--- config.mk ---
export PLATFORM = sky130hd
export DESIGN_NAME = even_parity_serializer
export DESIGN_NICKNAME = d
export VERILOG_FILES = /design/src/rtl/parity_pkg.sv /design/src/rtl/piso_shift_reg.sv /design/src/rtl/even_parity_serializer.sv
export SDC_FILE = /design/constraint.sdc
export NUM_CORES = 1
export LEC_CHECK = 0
export ABC_AREA = 1
export BUFFER_PORTS_ARGS = -buffer_cell sky130_fd_sc_hd__buf_2
export CORE_MARGIN = 8
export CORE_UTILIZATION = 53
export DETAILED_ROUTE_END_ITERATION = 10
export GPL_ROUTABILITY_DRIVEN = 0
export MAX_ROUTING_LAYER = met4
export PLACE_DENSITY = 0.76
export SETUP_SLACK_MARGIN = 0.5
export SYNTH_ARGS = -nofsm -noshare
export SYNTH_HDL_FRONTEND = slang
export SYNTH_HIERARCHICAL = 1
export SYNTH_SLANG_ARGS = --single-unit
export TNS_END_PERCENT = 20
--- constraint.sdc ---
create_clock -name clk -period 1.7 [get_ports clk]
set_clock_uncertainty 0.15 [all_clocks]
set_input_delay 0.085 -clock clk [delete_from_list [all_inputs] [get_ports clk]]
set_output_delay 0.085 -clock clk [all_outputs]
set_load 0.005 [all_outputs]
--- src/rtl/parity_pkg.sv ---
// Shared types for the even-parity serializer.
// FSM state encoding and default payload width.
package parity_pkg;

  typedef enum logic [1:0] {
    IDLE,
    SHIFT,
    PARITY
  } ser_state_t;

  localparam int DEFAULT_DATA_BITS = 8;

endpackage

--- src/rtl/piso_shift_reg.sv ---
// Parallel-in serial-out shift register, LSB first.
// Ports: clk, reset (async low), load, shift, d[DATA_BITS], lsb.
module piso_shift_reg #(
  parameter int DATA_BITS = 8
) (
  input  logic                 clk,
  input  logic                 reset,
  input  logic                 load,
  input  logic                 shift,
  input  logic [DATA_BITS-1:0] d,
  output logic                 lsb
);

  logic [DATA_BITS-1:0] q;

  always_ff @(posedge clk or negedge reset) begin
    if (!reset) begin
      q <= '0;
    end else if (load) begin
      q <= d;
    end else if (shift) begin
      q <= q >> 1;
    end
  end

  assign lsb = q[0];

endmodule

--- src/rtl/even_parity_serializer.sv ---
// Valid/ready word in, LSB-first serial frame out + even parity bit.
// Ports: clk, reset (async low), data_in, data_valid, data_ready,
//   serial_bit, bit_valid, frame_start, frame_end, busy.
// Optional: EVEN_PARITY_SERIALIZER_INJECT_EN adds inject_err, which
//   inverts the parity bit of the accepted word's frame.
module even_parity_serializer
  import parity_pkg::*;
#(
  parameter  int DATA_BITS = DEFAULT_DATA_BITS,
  localparam int CNT_W = (DATA_BITS > 1) ? $clog2(DATA_BITS) : 1
) (
  input  logic                 clk,
  input  logic                 reset,
  input  logic [DATA_BITS-1:0] data_in,
  input  logic                 data_valid,
`ifdef EVEN_PARITY_SERIALIZER_INJECT_EN
  input  logic                 inject_err,
`endif
  output logic                 data_ready,
  output logic                 serial_bit,
  output logic                 bit_valid,
  output logic                 frame_start,
  output logic                 frame_end,
  output logic                 busy
);

  localparam logic [CNT_W-1:0] LAST = CNT_W'(DATA_BITS - 1);

  ser_state_t       state;
  ser_state_t       state_nxt;
  logic [CNT_W-1:0] cnt;
  logic             par;
  logic             par_out;
  logic             hs;
  logic             last;
  logic             sh_lsb;

  // Ready is a pure state decode, so the handshake
  // never depends on a combinational output path.
  assign hs   = data_valid && (state == IDLE);
  assign last = (cnt == LAST);

  piso_shift_reg #(
    .DATA_BITS(DATA_BITS)
  ) u_shreg (
    .clk  (clk),
    .reset(reset),
    .load (hs),
    .shift(state == SHIFT),
    .d    (data_in),
    .lsb  (sh_lsb)
  );

  always_ff @(posedge clk or negedge reset) begin
    if (!reset) begin
      state <= IDLE;
    end else begin
      state <= state_nxt;
    end
  end

  always_comb begin
    state_nxt = state;
    unique case (state)
      IDLE:    if (hs) state_nxt = SHIFT;
      SHIFT:   if (last) state_nxt = PARITY;
      PARITY:  state_nxt = IDLE;
      default: state_nxt = IDLE;
    endcase
  end

  always_ff @(posedge clk or negedge reset) begin
    if (!reset) begin
      cnt <= '0;
      par <= 1'b0;
    end else if (hs) begin
      cnt <= '0;
      par <= ^data_in;
    end else if (state == SHIFT && !last) begin
      cnt <= cnt + 1'b1;
    end
  end

`ifdef EVEN_PARITY_SERIALIZER_INJECT_EN
  logic inj;

  always_ff @(posedge clk or negedge reset) begin
    if (!reset) begin
      inj <= 1'b0;
    end else if (hs) begin
      inj <= inject_err;
    end else if (state == PARITY) begin
      inj <= 1'b0;
    end
  end

  assign par_out = par ^ inj;
`else
  assign par_out = par;
`endif

  always_comb begin
    data_ready  = 1'b0;
    serial_bit  = 1'b0;
    bit_valid   = 1'b0;
    frame_start = 1'b0;
    frame_end   = 1'b0;
    busy        = 1'b1;
    unique case (1'b1)
      (state == SHIFT): begin
        bit_valid   = 1'b1;
        serial_bit  = sh_lsb;
        frame_start = (cnt == '0);
      end
      (state == PARITY): begin
        bit_valid  = 1'b1;
        serial_bit = par_out;
        frame_end  = 1'b1;
      end
      default: begin
        data_ready = 1'b1;
        busy       = 1'b0;
      end
    endcase
  end

endmodule

=== Yosys cells after proc, flatten, opt, wreduce, memory -nomap -nowiden ===
Index checks and enable logic that the tools add are counted.

* Register bits: 14
* Bits in latches: 0
* Bits in writable memories: 0
* Memory bits (read-only): 0
* Input port bits: 11
* Output and inout bits: 6
* Word-level logic and storage cells: 32
* Memories kept: 0

* Add/subtract/negate cells: 1
* $mul: 0
* Divide/modulo/power cells: 0
* Order comparisons: 0
* Eq/ne operators: 5
* Shifts and indexed selects: 0
* Multiplexer cells: 12
* Bitwise logic cells: 0
* Reductions and logical operators: 10

{| class="wikitable"
|+ Operator list
! kind !! number
|-
| 8-bit 2-to-1 mux || 2
|-
| 8-bit parity || 1
|-
| 3-bit 2-to-1 mux || 2
|-
| 1-bit 2-to-1 mux || 4
|-
| 2-bit 2-to-1 mux || 2
|-
| 2-bit inequality test (second input constant) || 2
|-
| 2-bit one-hot mux with 2 select lines || 1
|-
| 2-bit nonzero test || 2
|-
| 3-bit by 1-bit adder with 3-bit output (second input constant) || 1
|-
| 3-bit equality test (second input constant) || 1
|-
| 3-bit zero test || 1
|-
| 2-bit by 1-bit equality test with 1-bit output (second input constant) || 1
|-
| 2-bit equality test (second input constant) || 1
|-
| 1-bit logical AND || 2
|-
| 2-bit zero test || 1
|-
| 1-bit one-hot mux with 2 select lines || 1
|-
| 2-bit AND reduction || 1
|-
| 2-bit OR reduction || 1
|-
| 1-bit zero test || 1
|}

=== Logic depth before layout (Yosys ltp) ===
Gate-level depths: netlist of run 1.

* Depth after elaboration: 5
* Gate-level depth with buffers: 8
* Gate-level depth less buffers: 8

=== By module ===
The synthesis of run 1 kept the hierarchy.

{| class="wikitable"
|+ Modules (own cells, without submodules)
! module !! instances !! cells an instance !! area each (µm²) !! seq. area each (µm²)
|-
| even_parity_serializer || 1 || 92 || 560.5 || 150.1
|-
| piso_shift_reg || 1 || 43 || 376.6 || 200.2
|}

=== Least setup slack after synthesis of run 1 ===
No wires, ideal clock.

* Path type: register to register
* Start: reg state[0]
* End: reg u_shreg.q[0]
* Library setup time: 0.124 ns
* Arrival time: 1.110 ns
* Path slack: 0.316 ns
* Stages on the path, launching flop included: 9
* Buffers on the path: 1
* Period minus slack after synthesis: 1.384 ns
* Cells stage by stage: dfrtp_1 -> inv_1 -> ha_1 -> nand2_2 -> clkinv_2 -> buf_6 -> inv_2 -> nand3_1 -> nand3_1

* Cells in the longest elaborated chain, start to end: 3
* Elaborated cells between the ends (all ways): 5

{| class="wikitable"
|+ Ends and longest elaborated chain
! element !! line !! text
|-
| from (decl) || even_parity_serializer.sv:29 || <nowiki>ser_state_t state;</nowiki>
|-
| from (signal assigned) || even_parity_serializer.sv:58 || <nowiki>state <= state_nxt;</nowiki>
|-
| 2-bit zero test (*) || even_parity_serializer.sv:40 || <nowiki>assign hs = data_valid && (state == IDLE);</nowiki>
|-
| 1-bit logical AND (*) || even_parity_serializer.sv:40 ||
|-
| net hs || even_parity_serializer.sv:34 || <nowiki>logic hs;</nowiki>
|-
| 8-bit 2-to-1 mux or 2-bit nonzero test (tied branches) || n/a ||
|-
| to (signal assigned) || piso_shift_reg.sv:22 || <nowiki>q <= q >> 1;</nowiki>
|-
| to (decl) || piso_shift_reg.sv:14 || <nowiki>logic [DATA_BITS-1:0] q;</nowiki>
|}

Mark *: on every way through the listed nets, which the timed path passes. The rest lies on a longest branch.
A chain may end at the register's enable or synchronous reset.

=== Worst setup path after layout of run 1 ===
* Start: reg state[1]
* End: out serial_bit

* Cells in the longest elaborated chain, start to end: 2
* Elaborated cells between the ends (all ways): 3

{| class="wikitable"
|+ Ends and longest elaborated chain
! element !! line !! text
|-
| 2-bit equality test or 2-bit by 1-bit equality test with 1-bit output (tied branches) || even_parity_serializer.sv:115, even_parity_serializer.sv:110 ||
|-
| 1-bit one-hot mux with 2 select lines (*) || even_parity_serializer.sv:109 || <nowiki>unique case (1'b1)</nowiki>
|-
| to (decl) || even_parity_serializer.sv:20 || <nowiki>output logic serial_bit,</nowiki>
|}

Every way passes the cells marked *; elsewhere a longest branch is shown, timed or not.

==> run metrics, run 1 <==
CP endpoint kind=output pin; CTS clk-pin slew, worst paths=about 0.090 ns; total power=around 2.1 mW; multiplexer share of the synthesized area=0%; largest family of logic cells by synthesized area=simple AND/OR/NAND/NOR gates; fmax=0.667 GHz; VDD IR max=between 0.7 and 0.8 mV; drt first pass iters=4; Cells after Synth=135; Compound-Gate Fraction of Synth Area=3.60%; initial antenna violation count=0; vias per cell=approximately 5; final hold viol count=0; die height=58.1 um; die area=around 3400 sq um; Vias=about 960; Die X=roughly 58 um; fill count=131; CP max stage cell=dfrtp_1; reg2reg start=state[0]; routing usage on met1=between 10% and 20%; core area=1690 sq um; GRT Util Overall=15.2%; Yosys cell types=16; Worst Path Arrival=~1.3 ns; final setup fails=0; post-layout util=about 77%; Post-Syn Area=approximately 940 sq um; Slew headroom=approximately 79%; Ports=17; routed wire length=between 2 and 2.5 mm; Synth Warn #=6; 1st-iter DRT viols=22; Synth Area in XOR/XNOR=0%; clk root buf=clkbuf_4; met2 Usage GRT=roughly 27%; Setup Crit Path Kind=reg2out; Slew Viols, Final=0; Tmin final=between 1.5 and 2 ns; number of synthesized register bits=14; Max Cap Violations=0; global-route wire length before repair=approximately 3.9 mm; Pwr Density=about 1600 nW/um^2; TritonCTS buffer count=3; syn_area_per_cell=6.94 sq um; largest net degree at the start of global routing=15; crit share post-route=between 80% and 90%; clk buf depth=2; Final ANT Viol Nets=0; H-tree depth=1; Hold Startpoint=data_valid; n_diodes=0; RSZ-0062 raised after global routing=yes; Largest stage delay, worst path=0.38 ns; Nets=about 190; layout cells sized above 1=between 20 and 30%; Port Buffers=16; Starting Density=55.5%; Seq/Total Area, Yosys=between 30% and 40%; GR peak layer=met2; syn nets=153; outcome=completed; WL/cell=12.3 um; Post-Synth Adder-Cell Area=about a tenth; DRC=0; hpwl dp=between 1 and 1.5 mm; CP most frequent cell=inv_2; crit-path max FO=3; Slew @ Worst Pin=roughly 0.31 ns; P&R area growth vs syn=39.1%; CTS tree=yes; CTS sink cnt=14; Overflow after GRT=0; Worst EP required=between 1 and 1.5 ns; met3 usage=under 10%; Sum Neg Setup Slack=0 ns; vias in the first global route=approximately 920; Critical Path Start=state[1]; FP Rows=15; CP Cell Sequence=inv_2, ha_4, inv_2, a21oi_2, buf_2; Lkg Pwr=a little over 0.7 nW; HP Class=in2reg; Skew-Pair Late Insertion Delay=0.28 ns; Post-Synth Simple-Gate Area=around 40%; Worst setup SP type=flop
[sequential cells by signal, summed over array words and instances (netlist names)]
name and flops:
u_shreg/q 8, cnt 3, state 2, par 1
[area by class of cell]
class	count	area (sq um)	area share, %
Multi-Input combinational cell	101	556	42.6
Sequential cell	14	350	26.9
Timing Repair Buffer	33	250	19.2
Inverter	17	81.3	6.24
Clock buffer	4	36.3	2.78
Tap cell	17	21.3	1.63
Timing Repair inverter	1	8.76	0.672
[final timing paths]
kind,to,slack [ns],depth (start not counted)
setup / recovery,serial_bit,0.20,5
hold / removal,par,0.05,4
setup reg to reg,u_shreg/q[5],0.22,7
hold reg to reg,u_shreg/q[7],0.34,2
max in group asynchronous,cnt[0],1.07,2
min in group asynchronous,u_shreg/q[4],0.09,2
[cells in the final DEF, fill, tap and decap left out, types with 2 or more instances in the layout]
master	netlist	layout
nand2_1	65	64
nand3_1	16	16
dfrtp_1	14	14
buf_2	0	14
inv_1	13	10
dlygate4sd3_1	0	9
buf_4	2	6
inv_2	3	5
buf_6	1	4
nor2_1	3	3
ha_1	7	3
ha_4	0	3
clkbuf_4	0	3
nand2_2	2	2
a21oi_1	3	2
o21ai_1	2	2
[cells in the mapped netlist]
cell	count	area, sq um
nor2_2	1	6.26
nand2_2	2	12.5
a21oi_1	3	15.0
clkinv_2	1	5.00
nor2_1	3	11.3
nand3_1	16	80.1
ha_1	7	87.6
dfrtp_1	14	350
buf_4	2	15.0
buf_6	1	11.3
o21ai_1	2	10.0
inv_2	3	11.3
inv_1	13	48.8
o21ai_2	1	8.76
nand2_1	65	244
nor2_8	1	20.0
[through the flow]
| step | hold WS, ns | area, sq um | cells | setup slack, ns |
|---|---|---|---|---|
| after floorplan | -0.361 | 976 | 135 | 0.419 |
| after detailed placement | -0.157 | 1050 | 166 | 0.306 |
| after global routing | 0.0537 | 1300 | 187 | 0.112 |
| final | 0.0535 | 1300 | 187 | 0.200 |
| after global placement | -0.162 | 1050 | 166 | 0.326 |
| after CTS | 0.0371 | 1290 | 185 | 0.222 |
[metal layers]
| layer | wire length (um) | part of all wire, % | vias up |
|---|---|---|---|
| met3 | 59 | 2.6 | 4 |
| met5 | 0 | 0 | - |
| met2 | 1280 | 56 | 19 |
| met1 | 913 | 40 | 449 |
| li1 | - | - | 489 |
| met4 | 41 | 1.8 | 0 |
[worst max-delay path, delay by kind of cell (launching register included)]
family / cells / cell delay (ns)
flip-flops: 1 / 0.38
adder cells (fa/ha/maj): 1 / 0.28
buffers and inverters: 3 / 0.24
AO/OA/AOI/OAI: 1 / 0.09
[where the power goes]
group | switching, mW | internal, mW
Combinational | 0.695 | 0.635
Sequential | 0.0878 | 0.480
Clock | 0.105 | 0.130
Total | 0.888 | 1.24
[timing repair]
item                       CTS  global route
gates cloned                 1             0
setup buffers                5             2
resized for setup           12             0
setup endpoints to repair   20            20
hold buffers                 9             0
hold endpoints to repair    22             0
pin swaps                    4             2
[kinds of logic (layout without fill, tap and decap cells)]
logic type                 count (synthesis)  count (layout)
and+or+nand+nor                           88              88
DFF                                       14              14
AOI/OAI and AO/OA                          6               6
adders and majority gates                  7               7
buffers and inverters                     20              55
(Power assumes the default switching activity.)
==> inputs of run 2 (changes only) <==
--- a/config.mk
+++ b/config.mk
@@ -12,7 +12,7 @@
 export DETAILED_ROUTE_END_ITERATION = 10
 export GPL_ROUTABILITY_DRIVEN = 0
 export MAX_ROUTING_LAYER = met4
-export PLACE_DENSITY = 0.76
+export PLACE_DENSITY_LB_ADDON = 0.1
 export SETUP_SLACK_MARGIN = 0.5
 export SYNTH_ARGS = -nofsm -noshare
 export SYNTH_HDL_FRONTEND = slang
==> run metrics, run 2 (synthesized netlist as in run 1, its figures left out) <==
most frequent cells in the layout=63 x nand2_1, 16 x nand3_1, 16 x buf_2, 14 x dfrtp_1; H-tree depth=1 (unchanged); vias in the first global route=883 (-3.8%); initial antenna violation count=0 (unchanged); Pwr Density=1530 nW/um^2 (-6.5%); fmax=0.675 GHz (+1.2%); 1st-iter DRT viols=14 (-36%); core area=1690 sq um (unchanged); CP max stage cell=dfrtp_1; Max Cap Violations=0 (unchanged); final hold viol count=0 (unchanged); TritonCTS buffer count=3 (unchanged); Most flops, register=u_shreg/q; Final Cell Area=1240 sq um (-5.1%); FP Rows=15 (unchanged); Die X=58.1 um (unchanged); WL/cell=10.5 um (-14%); Vias=885 (-7.9%); Port Buffers=16 (unchanged); n_diodes=0 (unchanged); Non-Filler Instances=182 (-2.7%); Sum Neg Setup Slack=0 ns (unchanged); outcome=completed; CTS sink cnt=14 (unchanged); Lkg Pwr=0.688 nW (-4.3%); Overflow after GRT=0 (unchanged); commonest non-fill, non-tap cell in the layout=nand2_1; Final ANT Viol Nets=0 (unchanged); Hold Slack=0.0186 ns (-0.0349 ns); final worst slack=0.218 ns (+0.0182 ns); CP endpoint kind=output pin; clk buf depth=2 (unchanged); routed wire length=1.92 mm (-16%); crit share post-route=87.2% (-1.1 points); Area after DPL=1050 sq um (unchanged); HP Class=in2reg; VDD IR max=0.799 mV (+6.5%); Slew Viols, Final=0 (unchanged); post-layout util=73.3% (-3.9 points); crit-path max FO=3 (unchanged); drt first pass iters=4 (unchanged); CP Cell Sequence=inv_2, ha_1, nand2_1, a21oi_2, buf_2; layout cells sized above 1=27.3% (-0.37 points); Largest register FFs=8 (unchanged); largest registers=u_shreg/q x8, cnt x3, state x2; Worst setup SP type=flop; vias per cell=4.86 (-5.4%); RSZ-0062 raised after global routing=yes; global-route wire length before repair=3.64 mm (-6.0%); hpwl dp=1.49 mm (+1.4%); CTS tree=yes; Setup Crit Path Kind=reg2out; Worst EP required=1.46 ns (about the same); Starting Density=55.5% (unchanged); Tmin final=1.48 ns (-0.0182 ns); Ports=17 (unchanged); Nets=184 (-2.6%); Worst Path Arrival=1.25 ns (-0.02 ns); Slew @ Worst Pin=0.318 ns (+0.00349 ns); GRT Util Overall=13.9% (-1.2 points); Skew-Pair Late Insertion Delay=0.28 ns (about the same); CTS clk-pin slew, worst paths=0.09 ns (about the same); P&R area growth vs syn=32.0%; largest net degree at the start of global routing=15 (unchanged); Largest stage delay, worst path=0.41 ns (+0.03 ns); DP Cell Count=166 (unchanged); die area=3370 sq um (unchanged); clk root buf=clkbuf_4; final setup fails=0 (unchanged); Slew headroom=78.8% (-0.23 points); total power=1.89 mW (-11%); DRC=0 (unchanged); Post-Place Setup Slack=0.256 ns (-0.0495 ns); die height=58.1 um (unchanged)
==> run 2: worst paths after layout <==
path	startpoint	endpoint	slack, ns	cells after the start
setup / recovery	state[0]	serial_bit	0.22	5
min in group asynchronous	reset	u_shreg/q[3]	0.07	2
max in group asynchronous	reset	cnt[1]	1.08	2
hold reg to reg	u_shreg/q[7]	u_shreg/q[7]	0.35	2
hold / removal	data_valid	par	0.02	4
setup reg to reg	cnt[0]	state[0]	0.28	7
==> run 2: layer usage <==
layer  GRT usage, %  up-vias  routed length, um
met1           15.3      396                833
met2           23.1       14                973
li1               -      473                  -
met5              -        -                  0
met3           2.43        2                 86
met4           8.39        0                 27
==> run 2: power by group <==
part,switching (mW),total (mW),internal [mW]
Sequential,0.0874,0.568,0.480
Clock,0.107,0.237,0.130
Combinational,0.612,1.09,0.476
Total,0.807,1.89,1.09
==> run 2: layout make-up <==
cell class | count | area, sq um
tap | 17 | 21.3
timing repair buffer | 29 | 200
clock buffer | 4 | 36.3
inverter | 17 | 73.8
multi-input combinational | 101 | 556
fill | 136 | 452
sequential | 14 | 350
==> run 2: critical path, delay by kind of cell (launching register included) <==
family	cells	cell delay [ns]
adder cells (fa/ha/maj)	1	0.17
AO/OA/AOI/OAI	1	0.11
buffers and inverters	2	0.22
flip-flops	1	0.41
AND/OR/NAND/NOR	1	0.07
==> run 2: repair_timing <==
item,4_1_cts,5_1_grt
setup buffers,3,0
endpoints found under the setup margin,20,20
pin swaps,2,0
endpoints found under the hold margin,22,0
gates resized for setup,9,1
hold buffers,9,0
==> inputs of run 3 (changes only) <==
--- a/config.mk
+++ b/config.mk
@@ -7,7 +7,6 @@
 export LEC_CHECK = 0
 export ABC_AREA = 1
 export BUFFER_PORTS_ARGS = -buffer_cell sky130_fd_sc_hd__buf_2
-export CORE_MARGIN = 8
 export CORE_UTILIZATION = 53
 export DETAILED_ROUTE_END_ITERATION = 10
 export GPL_ROUTABILITY_DRIVEN = 0
==> run metrics, run 3 (synthesized netlist as in run 1, its figures left out) <==
final hold viol count=0 (unchanged); crit-path max FO=4 (+1); Ports=17 (unchanged); failing checks=DRC; WL/cell=10.5 um (-0.34%); Most flops, register=u_shreg/q; routed wire length=1.92 mm (+0.21%); final setup fails=0 (unchanged); Sum Neg Setup Slack=0 ns (unchanged); CP most frequent cell=inv_2; crit share post-route=87.5% (+0.35 points); die height=44.1 um (-24%); largest net degree at the start of global routing=15 (unchanged); core area=1580 sq um (-6.7%); Lkg Pwr=0.699 nW (+1.6%); Setup Crit Path Kind=reg2out; clk buf depth=2 (unchanged); routing usage on met1=29.1% (+14 points); DRC=2 (+2); CP max stage cell=dfrtp_1; Nets=186 (+1.1%); vias in the first global route=913 (+3.4%); CTS tree=yes; CP Cell Sequence=inv_2, ha_4, inv_2, a21oi_2, buf_2; FP Rows=14 (-1); H-tree depth=1 (unchanged); Vias=914 (+3.3%); reg2reg start=cnt[1]; hpwl dp=1.36 mm (-9.2%); largest registers=u_shreg/q x8, cnt x3, state x2; initial antenna violation count=0 (unchanged); outcome=finished, violations left; VDD IR max=0.798 mV (about the same); CP endpoint kind=output pin; Largest stage delay, worst path=0.38 ns (-0.03 ns); layout cells sized above 1=26.9% (-0.33 points); Largest register FFs=8 (unchanged); Hold Startpoint=data_valid; Starting Density=59.4% (+4.0 points); fill count=124 (-8.8%); fmax=0.672 GHz (-0.40%); GRT Util Overall=25.1% (+11 points); Skew-Pair Late Insertion Delay=0.27 ns (about the same); Hold Slack=0.0165 ns (-0.00208 ns); Slew @ Worst Pin=0.313 ns (-0.00500 ns); CTS sink cnt=14 (unchanged); HP Class=in2reg; Overflow after GRT=0 (unchanged); Worst Path Arrival=1.25 ns (about the same); commonest non-fill, non-tap cell in the layout=nand2_1; drt first pass iters=7 (+3); Slew headroom=79.1% (+0.33 points); Worst setup SP type=flop; Max Cap Violations=0 (unchanged); Tmin final=1.49 ns (+0.00589 ns); Worst EP required=1.46 ns (about the same); Slew Viols, Final=0 (unchanged); Critical Path Start=state[1]; clk root buf=clkbuf_4; Pwr Density=1540 nW/um^2 (+0.65%); CTS clk-pin slew, worst paths=0.09 ns (about the same); met2 Usage GRT=44.7% (+22 points); TritonCTS buffer count=3 (unchanged); most frequent cells in the layout=64 x nand2_1, 16 x nand3_1, 16 x buf_2, 14 x dfrtp_1; Final ANT Viol Nets=0 (unchanged); Area after DPL=1050 sq um (-0.12%); RSZ-0062 raised after global routing=yes; n_diodes=0 (unchanged); GR peak layer=met2; Die X=44.1 um (-24%); vias per cell=4.99 (+2.7%); 1st-iter DRT viols=9 (-5); die area=1940 sq um (-42%); P&R area growth vs syn=33.4%; met3 usage=2.45% (+0.021 points); Final Cell Area=1250 sq um (+1.0%); global-route wire length before repair=3.56 mm (-2.1%); Port Buffers=16 (unchanged)
## run 3: cell types whose count changed in the layout (fill, tap and decap cells not counted)
cell	delta
a21oi_1	+1
nand2_1	+1
nor2_2	+1
a21oi_2	-1
nand2_2	-1
nor2_4	-1
ha_2	-1
buf_4	+2
ha_4	+1
## run 3: worst paths after layout
path,endpoint,slack [ns],cells past startpoint
min in group asynchronous,u_shreg/q[5],0.11,2
worst min register to register,u_shreg/q[3],0.34,2
worst min-delay path,par,0.02,4
max in group asynchronous,cnt[0],1.06,2
worst max register to register,state[0],0.27,7
worst max-delay path,serial_bit,0.21,5
## run 3: final cells by class
type / instances / area [sq um] / share of cell area [%]
inverters: 17 / 73.8 / 5.91
multi-input cells: 101 / 554 / 44.3
flip-flops and latches: 14 / 350 / 28.0
well taps: 16 / 20.0 / 1.60
clock buffers: 4 / 36.3 / 2.90
repair buffers: 31 / 215 / 17.2
## run 3: stage by stage
stage                     power, mW  util, %  cells  setup slack (ns)
after floorplan                1.30        -    135             0.419
after global placement         1.46     66.6    165             0.299
after detailed placement       1.49     66.6    165             0.249
after CTS                      1.87     78.3    181             0.244
after global routing           2.10     79.3    183             0.169
final                          1.92     79.3    183             0.212
## run 3: worst max-delay path, delay by kind of cell (launching register included)
family                     cells  cell delay [ns]
AOI/OAI and AO/OA              1             0.08
DFF                            1             0.38
buffers and inverters          3             0.24
adders and majority gates      1             0.28
## run 3: power breakdown
group / leakage (nW) / internal, mW / total, mW / switching (mW)
combinational: 0.501 / 0.497 / 1.12 / 0.620
clock: 0.0210 / 0.130 / 0.234 / 0.104
sequential: 0.177 / 0.480 / 0.573 / 0.0930
## run 3: what timing repair did
action	CTS	global route
resized for setup	8	0
hold buffers	9	0
pin swaps	5	2
buffers inserted	3	2
endpoints found under the setup margin	20	20
hold endpoints to repair	22	0
## run 3: layer usage
| metal | share of wire [%] | routed length [um] | up-vias |
|---|---|---|---|
| li1 | - | - | 476 |
| met1 | 44 | 849 | 417 |
| met2 | 52 | 993 | 17 |
| met3 | 2.2 | 43 | 4 |
| met4 | 1.9 | 36 | 0 |
| met5 | 0 | 0 | - |
